File: config.mk
export PLATFORM = sky130hd
export DESIGN_NAME = sensor_frame_fmt_flat
export DESIGN_NICKNAME = d
export VERILOG_FILES = /design/src/rtl/sensor_frame_fmt_if.sv /design/src/rtl/sensor_frame_fmt.sv /design/src/flat_wrapper.sv
export SDC_FILE = /design/constraint.sdc
export NUM_CORES = 1
export LEC_CHECK = 0
export CORE_UTILIZATION = 60
export CTS_CLUSTER_SIZE = 25
export DETAILED_ROUTE_END_ITERATION = 7
export DONT_BUFFER_PORTS = 1
export GPL_ROUTABILITY_DRIVEN = 0
export PLACE_DENSITY = 0.76
export SLEW_MARGIN = 20
export SYNTH_ARGS = -nofsm -noshare
export SYNTH_HDL_FRONTEND = slang
export SYNTH_SLANG_ARGS = --single-unit
File: constraint.sdc
create_clock -name clk -period 8.2 [get_ports clk]
set_input_delay 0.82 -clock clk [delete_from_list [all_inputs] [get_ports clk]]
set_output_delay 0.82 -clock clk [all_outputs]
set_load 0.02 [all_outputs]
File: src/rtl/sensor_frame_fmt_if.sv
// Sample-in / byte-out bundle between a sensor front end, the frame formatter and a UART.
// The formatter uses the slave view; the sample source and byte sink use the master view.
interface sensor_frame_fmt_if #(
    parameter int NUM_CH = 2,
    parameter int DATA_W = 20
);
    logic                       din_vld;
    logic [NUM_CH*DATA_W-1:0]   din;
    logic                       mode;
    logic [7:0]                 tx_data;
    logic                       tx_vld;
    logic                       tx_rdy;

    modport master (
        output din_vld, din, mode, tx_rdy,
        input  tx_data, tx_vld
    );

    modport slave (
        input  din_vld, din, mode, tx_rdy,
        output tx_data, tx_vld
    );
endinterface

File: src/rtl/sensor_frame_fmt.sv
// Scales raw channel samples and renders them as ASCII or binary frames into a FWFT byte FIFO.
// SCALE 1 cycle, CONV 11 cycles/channel (ASCII only), CHECK 1, EMIT 1 byte/cycle; tx_rdy only drains the FIFO, samples arriving while busy and frames that do not fit whole are dropped and counted.
module sensor_frame_fmt #(
    parameter int                NUM_CH     = 2,
    parameter int                DATA_W     = 20,
    parameter logic [NUM_CH-1:0] CH_KIND    = 2'b01,
    parameter int                FIFO_DEPTH = 64
) (
    input  logic                          clk,
    input  logic                          rst,
    sensor_frame_fmt_if.slave             bus,
    output logic                          busy,
    output logic [7:0]                    drop_cnt,
    output logic [$clog2(FIFO_DEPTH):0]   fifo_lvl
);
    localparam int AW      = $clog2(FIFO_DEPTH);
    localparam int CW      = (NUM_CH > 1) ? $clog2(NUM_CH) : 1;
    localparam int MAX_LEN = 10 * NUM_CH + 1;
    localparam int IW      = $clog2(MAX_LEN + 1);
    localparam int FRM_N   = 1 << IW;
    localparam int BIN_LEN = 2 * NUM_CH + 3;

    function automatic int ascii_len();
        int n = NUM_CH + 1;
        for (int c = 0; c < NUM_CH; c++) n += CH_KIND[c] ? 9 : 8;
        return n;
    endfunction

    localparam int ASC_LEN = ascii_len();

    localparam logic [2:0] S_IDLE  = 3'd0;
    localparam logic [2:0] S_SCALE = 3'd1;
    localparam logic [2:0] S_CONV  = 3'd2;
    localparam logic [2:0] S_CHECK = 3'd3;
    localparam logic [2:0] S_EMIT  = 3'd4;

    // Full-width product before the shift, so no precision is lost.
    function automatic logic [15:0] scale(input logic [DATA_W-1:0] raw, input logic is_t);
        logic [DATA_W+10:0] p;
        p = (DATA_W+11)'(raw) * (DATA_W+11)'(is_t ? 2000 : 1000);
        p = p >> DATA_W;
        return is_t ? 16'(p) - 16'd500 : 16'(p);
    endfunction

    function automatic logic [10:0] mag(input logic [15:0] v);
        return 11'(v[15] ? 16'(-v) : v);
    endfunction

    logic [2:0]                 state_q, state_d;
    logic [NUM_CH*DATA_W-1:0]   raw_q;
    logic                       mode_q;
    logic [NUM_CH-1:0][15:0]    val_q, val_d;
    logic [NUM_CH-1:0][15:0]    dig_q;
    logic [10:0]                bin_q;
    logic [15:0]                bcd_q, bcd_adj, bcd_nxt;
    logic [3:0]                 bit_q;
    logic [CW-1:0]              ch_q, ch_nxt;
    logic [IW-1:0]              idx_q, frame_len;
    logic [FRM_N-1:0][7:0]      frm;
    logic [AW:0]                wr_ptr_q, rd_ptr_q, free;
    logic [7:0]                 mem [FIFO_DEPTH];
    logic [7:0]                 drop_q, drop_d;
    logic [8:0]                 drop_sum;
    logic                       fifo_wr, fifo_rd, chk_drop, din_drop;

    always_comb begin
        val_d = '0;
        for (int c = 0; c < NUM_CH; c++)
            val_d[c] = scale(raw_q[c*DATA_W +: DATA_W], CH_KIND[c]);
    end

    // Double-dabble step: add 3 to any digit >= 5, then shift one binary bit in.
    always_comb begin
        bcd_adj = '0;
        for (int k = 0; k < 4; k++)
            bcd_adj[4*k +: 4] = (bcd_q[4*k +: 4] >= 4'd5) ? bcd_q[4*k +: 4] + 4'd3 : bcd_q[4*k +: 4];
        bcd_nxt = 16'({bcd_adj, bin_q[10]});
    end

    assign ch_nxt    = ch_q + CW'(1);
    assign frame_len = mode_q ? IW'(BIN_LEN) : IW'(ASC_LEN);
    assign fifo_lvl  = wr_ptr_q - rd_ptr_q;
    assign free      = (AW+1)'(FIFO_DEPTH) - fifo_lvl;

    always_comb begin : build
        logic [IW-1:0] pos;
        logic [7:0]    xsum;
        frm  = '0;
        pos  = '0;
        xsum = 8'hA5 ^ 8'(NUM_CH);
        if (mode_q) begin
            frm[pos] = 8'hA5;       pos = pos + IW'(1);
            frm[pos] = 8'(NUM_CH);  pos = pos + IW'(1);
            for (int c = 0; c < NUM_CH; c++) begin
                frm[pos] = val_q[c][15:8]; pos = pos + IW'(1);
                frm[pos] = val_q[c][7:0];  pos = pos + IW'(1);
                xsum = xsum ^ val_q[c][15:8] ^ val_q[c][7:0];
            end
            frm[pos] = xsum;
        end else begin
            for (int c = 0; c < NUM_CH; c++) begin
                if (c > 0) begin
                    frm[pos] = 8'h09; pos = pos + IW'(1);
                end
                frm[pos] = CH_KIND[c] ? 8'h54 : 8'h48; pos = pos + IW'(1);
                frm[pos] = 8'h3A;                      pos = pos + IW'(1);
                if (CH_KIND[c]) begin
                    frm[pos] = val_q[c][15] ? 8'h2D : 8'h2B; pos = pos + IW'(1);
                end
                for (int k = 3; k >= 1; k--) begin
                    frm[pos] = {4'h3, dig_q[c][4*k +: 4]}; pos = pos + IW'(1);
                end
                frm[pos] = 8'h2E;                      pos = pos + IW'(1);
                frm[pos] = {4'h3, dig_q[c][3:0]};      pos = pos + IW'(1);
                frm[pos] = CH_KIND[c] ? 8'h43 : 8'h25; pos = pos + IW'(1);
            end
            frm[pos] = 8'h0D; pos = pos + IW'(1);
            frm[pos] = 8'h0A;
        end
    end

    always_comb begin
        state_d  = state_q;
        chk_drop = 1'b0;
        case (state_q)
            S_IDLE:  if (bus.din_vld) state_d = S_SCALE;
            S_SCALE: state_d = mode_q ? S_CHECK : S_CONV;
            S_CONV:  if (bit_q == 4'd10 && ch_q == CW'(NUM_CH - 1)) state_d = S_CHECK;
            S_CHECK: begin
                if (16'(free) >= 16'(frame_len)) begin
                    state_d = S_EMIT;
                end else begin
                    state_d  = S_IDLE;
                    chk_drop = 1'b1;
                end
            end
            S_EMIT:  if (idx_q == frame_len - IW'(1)) state_d = S_IDLE;
            default: state_d = S_IDLE;
        endcase
    end

    assign din_drop = bus.din_vld && (state_q != S_IDLE);
    assign drop_sum = {1'b0, drop_q} + 9'(din_drop) + 9'(chk_drop);
    assign drop_d   = drop_sum[8] ? 8'hFF : drop_sum[7:0];

    always_ff @(posedge clk) begin
        if (rst) begin
            state_q <= S_IDLE;
            drop_q  <= '0;
            raw_q   <= '0;
            mode_q  <= 1'b0;
            val_q   <= '0;
            dig_q   <= '0;
            bin_q   <= '0;
            bcd_q   <= '0;
            bit_q   <= '0;
            ch_q    <= '0;
            idx_q   <= '0;
        end else begin
            state_q <= state_d;
            drop_q  <= drop_d;
            case (state_q)
                S_IDLE: begin
                    if (bus.din_vld) begin
                        raw_q  <= bus.din;
                        mode_q <= bus.mode;
                    end
                end
                S_SCALE: begin
                    val_q <= val_d;
                    bin_q <= mag(val_d[0]);
                    bcd_q <= '0;
                    bit_q <= '0;
                    ch_q  <= '0;
                end
                S_CONV: begin
                    if (bit_q == 4'd10) begin
                        dig_q[ch_q] <= bcd_nxt;
                        bin_q       <= mag(val_q[ch_nxt]);
                        bcd_q       <= '0;
                        bit_q       <= '0;
                        ch_q        <= ch_nxt;
                    end else begin
                        bcd_q <= bcd_nxt;
                        bin_q <= {bin_q[9:0], 1'b0};
                        bit_q <= bit_q + 4'd1;
                    end
                end
                S_CHECK: idx_q <= '0;
                S_EMIT:  idx_q <= idx_q + IW'(1);
                default: ;
            endcase
        end
    end

    assign fifo_wr = (state_q == S_EMIT);
    assign fifo_rd = bus.tx_vld && bus.tx_rdy;

    always_ff @(posedge clk) begin
        if (fifo_wr) mem[wr_ptr_q[AW-1:0]] <= frm[idx_q];
    end

    always_ff @(posedge clk) begin
        if (rst) begin
            wr_ptr_q <= '0;
            rd_ptr_q <= '0;
        end else begin
            if (fifo_wr) wr_ptr_q <= wr_ptr_q + (AW+1)'(1);
            if (fifo_rd) rd_ptr_q <= rd_ptr_q + (AW+1)'(1);
        end
    end

    assign bus.tx_vld  = (fifo_lvl != '0);
    assign bus.tx_data = bus.tx_vld ? mem[rd_ptr_q[AW-1:0]] : 8'h00;
    assign busy        = (state_q != S_IDLE);
    assign drop_cnt    = drop_q;
endmodule

File: src/flat_wrapper.sv
// flat-port wrapper written by rule: the top's interface ports become plain ports
module sensor_frame_fmt_flat 
#(
    parameter int                NUM_CH     = 2,
    parameter int                DATA_W     = 20,
    parameter logic [NUM_CH-1:0] CH_KIND    = 2'b01,
    parameter int                FIFO_DEPTH = 64
)
  (clk, rst, busy, drop_cnt, fifo_lvl, bus_din_vld, bus_din, bus_mode, bus_tx_rdy, bus_tx_data, bus_tx_vld);
  sensor_frame_fmt_if #(.NUM_CH(NUM_CH), .DATA_W(DATA_W)) bus_i ();
  input  logic clk;
  input  logic rst;
  output logic busy;
  output logic [7:0] drop_cnt;
  output logic [$clog2(FIFO_DEPTH):0] fifo_lvl;
  input wire logic [$bits(bus_i.din_vld)-1:0] bus_din_vld;
  input wire logic [$bits(bus_i.din)-1:0] bus_din;
  input wire logic [$bits(bus_i.mode)-1:0] bus_mode;
  input wire logic [$bits(bus_i.tx_rdy)-1:0] bus_tx_rdy;
  output wire logic [$bits(bus_i.tx_data)-1:0] bus_tx_data;
  output wire logic [$bits(bus_i.tx_vld)-1:0] bus_tx_vld;
  assign bus_i.din_vld = bus_din_vld;
  assign bus_i.din = bus_din;
  assign bus_i.mode = bus_mode;
  assign bus_i.tx_rdy = bus_tx_rdy;
  assign bus_tx_data = bus_i.tx_data;
  assign bus_tx_vld = bus_i.tx_vld;
  sensor_frame_fmt #(.NUM_CH(NUM_CH), .DATA_W(DATA_W), .CH_KIND(CH_KIND), .FIFO_DEPTH(FIFO_DEPTH)) u_core (.clk(clk), .rst(rst), .bus(bus_i), .busy(busy), .drop_cnt(drop_cnt), .fifo_lvl(fifo_lvl));
endmodule
==> impl_metrics.py, run 1 <==
metrics = {
    "global_routing": {
        "grt_usage_pct": 28.28,
        "grtUsageMet1_pct": 35.84,
        "antenna_found_initial": 1,
        "grt_max_degree": 162,
        "met2_usage_pct": 47.65,
        "grt_overflow": 0,
        "grt_pass1_wl_um": 122100,
        "met3_usage_pct": 6.016,
        "grt-busiest-layer": "met2",
        "grt_pass1_vias": 21160,
    },
    "yosys": {
        "synth_most_common_cell": "edfxtp_1",
        "syn_avg_cell_area_sq_um": 13.73,
        "async_flop_share_pct": 0,
        "yosysSeqAreaShare_pct": 54.55,
        "synth_nets": 2821,
        "yosysTopAreaCell": "edfxtp_1",
        "synth_commonest_cells": "edfxtp_1, nand2_1, nor2_1, mux4_2, dfxtp_1",
        "synth-edff-count": 512,
        "netlist.area_leader.share_pct": 45.00,
        "synth_area_leaders": "edfxtp_1, mux4_2, dfxtp_1",
        "netlist_area_sq_um": 34170,
        "synth-seq-cells": 675,
        "synth_warnings": 0,
        "synth_top_flop_cell": "edfxtp_1",
        "syn_inst": 2488,
        "synth_cell_types": 71,
    },
    "floorplanning": {
        "die_area_sq_um": 57910,
        "num_io_pins": 70,
        "num_rows": 87,
        "start_util_pct": 60.72,
        "die_x_um": 240.6,
        "fp.coreArea_sq_um": 56280,
        "die_h_um": 240.6,
    },
    "detailed_routing": {
        "vias": 20570,
        "wirelength_um": 78690,
        "firstDrtPassIters": 8,
        "drc": 0,
        "drtIter0Drc": 1854,
        "wl_per_cell_um": 24.05,
        "viasPerCell": 6.285,
        "ant_nets": 0,
    },
    "final_layout": {
        "layout-drive-gt1-share_pct": 13.83,
        "finish.net_count": 2792,
        "syn_to_final_growth_pct": 9.447,
        "num_antenna_cells": 0,
        "final_cells": 3272,
    },
    "hold_path": {
        "hold_path_class": "primary input to flip-flop",
    },
    "critical_path": {
        "crit_top_cell": "fa_1",
        "crit_path_start_kind": "flip-flop",
        "crit_type": "flip-flop to flip-flop",
        "path_cells": "inv_1 > fa_1 > fa_1 > fa_1 > fa_1 > inv_1 > ha_1 > a21oi_1 > a21boi_0 > o31ai_1 > nand2_1 > a31oi_1 > xnor2_1 > inv_1 > ha_1 > nor3_1 > nand2_1 > xnor2_1 > nand4_1 > o31ai_1 > a31o_2",
        "critPathRequiredTime_ns": 8.76,
        "end_kind": "flip-flop",
        "cp.arrival_ns": 6.95,
        "critPathSlowestCell": "fa_1",
        "cpPeakStageDelay_ns": 0.58,
        "worst-path-max-fanout": 6,
    },
    "clock_tree": {
        "clkTransAtPathRegs_ns": 0.06,
        "cts_resized": 0,
        "cts_tree": "built",
        "clockBufferDepth": 3,
        "clock-sinks": 675,
        "root_buffer": "clkbuf_16",
        "cts_buffers": 71,
        "postCtsHoldBufs": 0,
        "insertion_delay_ns": 0.64,
        "htreeDepth": 3,
        "postCtsSetupBuffers": 0,
    },
    "timing": {
        "slew_headroom_pct": 22.25,
        "rsz0062_at_grt": "false",
        "period_share_pct": 77.93,
        "post-route-min-period_ns": 6.390,
        "hold_viol": 0,
        "drv_slew": 0,
        "fmax_mhz": 156.5,
        "setup_tns_ns": 0,
        "skew_ns": 0.03781,
        "setup_viol_count_final": 0,
        "worst_pin_slew_ns": 1.166,
    },
    "pwr": {
        "ir_drop_mv": 0.2696,
        "p_per_area_nw_per_um2": 326.2,
        "p_leak_nw": 13.08,
    },
    "status": {
        "status": "finished, final reports clean",
    },
    "placed_design": {
        "dp_hpwl_um": 49070,
        "portBuffers": 0,
        "place_inst": 3142,
    },
    "job": {
        "drv_cap": 0,
    },
}
power by group:
group | total (W) | internal (W) | switching (W)
registers | 0.00421 | 0.00391 | 0.000295
clock network | 0.00335 | 0.00194 | 0.00141
logic | 0.00464 | 0.00194 | 0.00270
flip-flops by register name, indices dropped and copies added (netlist names), 4 cells and up, named ones only:
signal / cells
u_core.bin_q: 11
u_core.val_q: 22
u_core.drop_cnt: 8
u_core.idx_q: 5
u_core.bit_q: 4
u_core.wr_ptr_q: 7
u_core.mem: 512
u_core.dig_q: 32
u_core.raw_q: 40
u_core.rd_ptr_q: 7
u_core.bcd_q: 16
final timing paths:
| check | start | end | slack [ns] | cells past startpoint |
|---|---|---|---|---|
| worst max-delay path | u_core.raw_q[2] | u_core.bin_q[9] | 1.81 | 21 |
| worst min-delay path | rst | u_core.bit_q[2] | 0.28 | 1 |
| worst max register to register | u_core.raw_q[2] | u_core.bin_q[9] | 1.81 | 21 |
| worst min register to register | u_core.dig_q[1] | u_core.dig_q[1] | 0.45 | 2 |
layout by cell type (no fill, tap or decap), drive strengths merged, types with 36 or more instances in the layout:
master	Yosys	layout
nand3	36	36
xnor2	49	49
dfxtp	163	163
ha	148	148
o21ai	61	61
mux4	168	168
fa	140	140
nor2	184	184
nand2	207	207
a21oi	165	165
inv	162	164
clkbuf	106	84
edfxtp	512	512
cells by family (layout without fill, tap and decap cells):
kind of cell / after synthesis / after routing / share of synthesized area [%]
flip-flops: 675 / 675 / 54.55
AND/OR/NAND/NOR: 577 / 577 / 7.639
AO/OA/AOI/OAI: 380 / 380 / 6.950
buffers and inverters: 290 / 318 / 3.208
adder cells (fa/ha/maj): 288 / 288 / 13.62
multiplexers: 198 / 198 / 11.99
XOR/XNOR: 80 / 80 / 2.051
critical path: cells and delay by family (launching register included):
| family | cells | cell delay (ns) |
|---|---|---|
| compound gates | 6 | 1.46 |
| fa+ha+maj | 6 | 2.60 |
| flops | 1 | 0.46 |
| xor+xnor | 2 | 0.62 |
| buf+inv | 3 | 0.33 |
| simple gates | 4 | 0.87 |
layout make-up:
cell class | instances | area (sq um)
fill | 3834 | 18880
sequential | 675 | 18650
tap | 756 | 945.9
inverter | 163 | 611.8
clock buffer | 84 | 1867
timing repair buffer | 25 | 200.2
multi-input combinational | 1523 | 14550
clock inverter | 46 | 578.1
stage by stage:
| step | hold WS (ns) | area [sq um] | utilization, % | setup WS [ns] | total power [W] |
|---|---|---|---|---|---|
| after CTS | 0.2530 | 37390 | 66.44 | 1.832 | 0.01225 |
| final | 0.2783 | 37400 | 66.45 | 1.810 | 0.01220 |
| after global routing | 0.2659 | 37400 | 66.45 | 1.340 | 0.01298 |
| after global placement | 0.4384 | 34940 | 62.08 | 2.125 | 0.008702 |
| after floorplan | 0.4329 | 34170 | - | 2.554 | 0.007753 |
| after detailed placement | 0.4445 | 34940 | 62.09 | 1.858 | 0.008869 |
layer usage:
metal,share of wire [%],vias up
met5,0.017,-
met4,3.8,2
met3,7.9,171
met2,50,873
met1,38,10370
li1,-,9146
No activity file was read; power rests on OpenSTA's default activity.
==> run 2: changes to the inputs <==
Settings changed: CORE_UTILIZATION 60 to 58.
Clock period 8.2 ns to 5.7 ns, I/O delays scaled along.
==> run 2 against run 1 <==
Compared with the run above: utilization shrank 1.3 points; first-iteration DRC count fell by 4.2%; power is 47% higher; die area increased by 3.4%; count of clock-buffer cells in the layout increased by 3; combinational power increased by 56%; routed wire length grew 0.90%; worst setup slack lost 1.7 ns; register-to-register slack worse by 1.7 ns; clock skew decreased by 0.0089 ns; critical path depth shrank 2; critical path type unchanged; critical endpoint is now u_core.bin_q[3]; largest power group unchanged.
==> impl_metrics.py, run 2 (same netlist as run 1, synthesis figures left out) <==
metrics = {
    "timing": {
        "post-route-min-period_ns": 5.580,
        "hold_viol": 0,
        "setup_viol_count_final": 0,
        "slew_headroom_pct": 26.14,
        "skew_ns": 0.02889,
        "drv_slew": 0,
        "fmax_mhz": 179.2,
        "worst_pin_slew_ns": 1.100,
        "period_share_pct": 97.90,
    },
    "critical_path": {
        "r2r_setup_slack_ns": 0.12,
        "cp.arrival_ns": 6.12,
        "critical_path_buf_inv_count": 5,
        "end_kind": "flip-flop",
        "path_cells": "buf_4 > fa_2 > fa_1 > inv_1 > fa_1 > inv_1 > fa_1 > ha_1 > o21ai_2 > a211oi_2 > buf_4 > o31a_1 > o211ai_1 > a21oi_2 > xor2_1 > a311o_2 > buf_4 > or4_1 > a31oi_1",
        "cpPeakStageDelay_ns": 0.52,
        "crit_type": "flip-flop to flip-flop",
        "worst-path-max-fanout": 6,
        "critPathRequiredTime_ns": 6.24,
        "cp_top_family": "adder cells",
        "crit_path_start_kind": "flip-flop",
        "critPathSlowestCell": "fa_1",
    },
    "floorplanning": {
        "fp.coreArea_sq_um": 57920,
        "die_x_um": 244.7,
        "die_area_sq_um": 59890,
        "die_h_um": 244.7,
        "start_util_pct": 59.00,
        "num_rows": 88,
        "num_io_pins": 70,
    },
    "job": {
        "drv_cap": 0,
    },
    "clock_tree": {
        "clkTransAtPathRegs_ns": 0.06,
        "htreeDepth": 3,
        "insertion_delay_ns": 0.62,
        "cts_buffers": 70,
        "clock-sinks": 675,
        "clockBufferDepth": 3,
        "root_buffer": "clkbuf_16",
        "postCtsHoldBufs": 0,
        "cts_tree": "built",
    },
    "placed_design": {
        "place_inst": 3182,
        "dp_hpwl_um": 51250,
        "place_area_sq_um": 35210,
        "portBuffers": 0,
    },
    "final_layout": {
        "post-route-util_pct": 65.14,
        "largest_reg_flops": 512,
        "final_area_sq_um": 37720,
        "fillCellCount": 4034,
        "layout-drive-gt1-share_pct": 16.01,
        "layout_common_cells": "edfxtp_1, nand2_1, nor2_1",
        "final_cells": 3321,
        "syn_to_final_growth_pct": 10.40,
        "final_common_cell": "edfxtp_1",
        "finish.net_count": 2832,
    },
    "pwr": {
        "p_total_w": 0.01791,
        "p_leak_nw": 13.26,
        "ir_drop_mv": 0.5117,
        "p_per_area_nw_per_um2": 474.7,
    },
    "detailed_routing": {
        "drc": 0,
        "viasPerCell": 6.284,
        "wirelength_um": 79400,
        "drtIter0Drc": 1777,
        "ant_nets": 0,
        "wl_per_cell_um": 23.91,
        "firstDrtPassIters": 8,
        "vias": 20870,
    },
    "global_routing": {
        "antenna_found_initial": 0,
        "grt_usage_pct": 27.12,
        "grt_pass1_vias": 21550,
        "grt_max_degree": 162,
        "grt_pass1_wl_um": 123200,
        "grt_overflow": 0,
    },
    "status": {
        "status": "finished, final reports clean",
    },
    "hold_path": {
        "hold_path_class": "primary input to flip-flop",
    },
}
[run 2: path summary, 6_finish.rpt]
| kind | startpoint | to | depth (start not counted) |
|---|---|---|---|
| max | u_core.raw_q[2] | u_core.bin_q[3] | 19 |
| min | rst | u_core.bit_q[2] | 1 |
| max reg2reg | u_core.raw_q[2] | u_core.bin_q[3] | 19 |
| min reg2reg | u_core.dig_q[18] | u_core.dig_q[18] | 2 |
[run 2: layout make-up]
class,instances,area [sq um],area share [%]
Sequential cell,675,18650,49.45
Timing Repair Buffer,66,553.0,1.466
Inverter,163,614.3,1.629
Multi-Input combinational cell,1523,14630,38.79
Clock buffer,87,1889,5.008
Clock inverter,41,422.9,1.121
Antenna cell,1,2.502,0.006633
Tap cell,765,957.2,2.537
[run 2: layer usage]
metal  vias up  GRT usage, %  wire (um)
met5         -             0          0
met1     10630         35.12      30610
li1       9225             -          -
met4         0         8.713       2148
met3       139         4.844       6053
met2       872         46.51      40590
[run 2: stage by stage]
stage | TNS [ns] | setup WS, ns | hold WS, ns
final | 0 | 0.1198 | 0.03094
after global routing | -0.09977 | -0.08429 | 0.006279
after CTS | 0 | 0.01636 | 0.003199
after detailed placement | -0.08014 | -0.08014 | 0.4426
after global placement | 0 | 0.1049 | 0.4362
after floorplan | 0 | 0.05436 | 0.4329
[run 2: timing repair]
| item | 4_1_cts | 5_1_grt |
|---|---|---|
| pin swaps | 3 | 24 |
| setup endpoints to repair | 1 | 13 |
| gates cloned | 0 | 0 |
| setup buffers | 2 | 7 |
| gates resized for setup | 8 | 29 |
[run 2: report_power, final]
group / leakage (nW) / switching, W / internal, W
Clock: 1.13 / 0.00196 / 0.00266
Sequential: 5.95 / 0.000404 / 0.00563
Combinational: 6.18 / 0.00410 / 0.00316
Total: 13.3 / 0.00646 / 0.0114
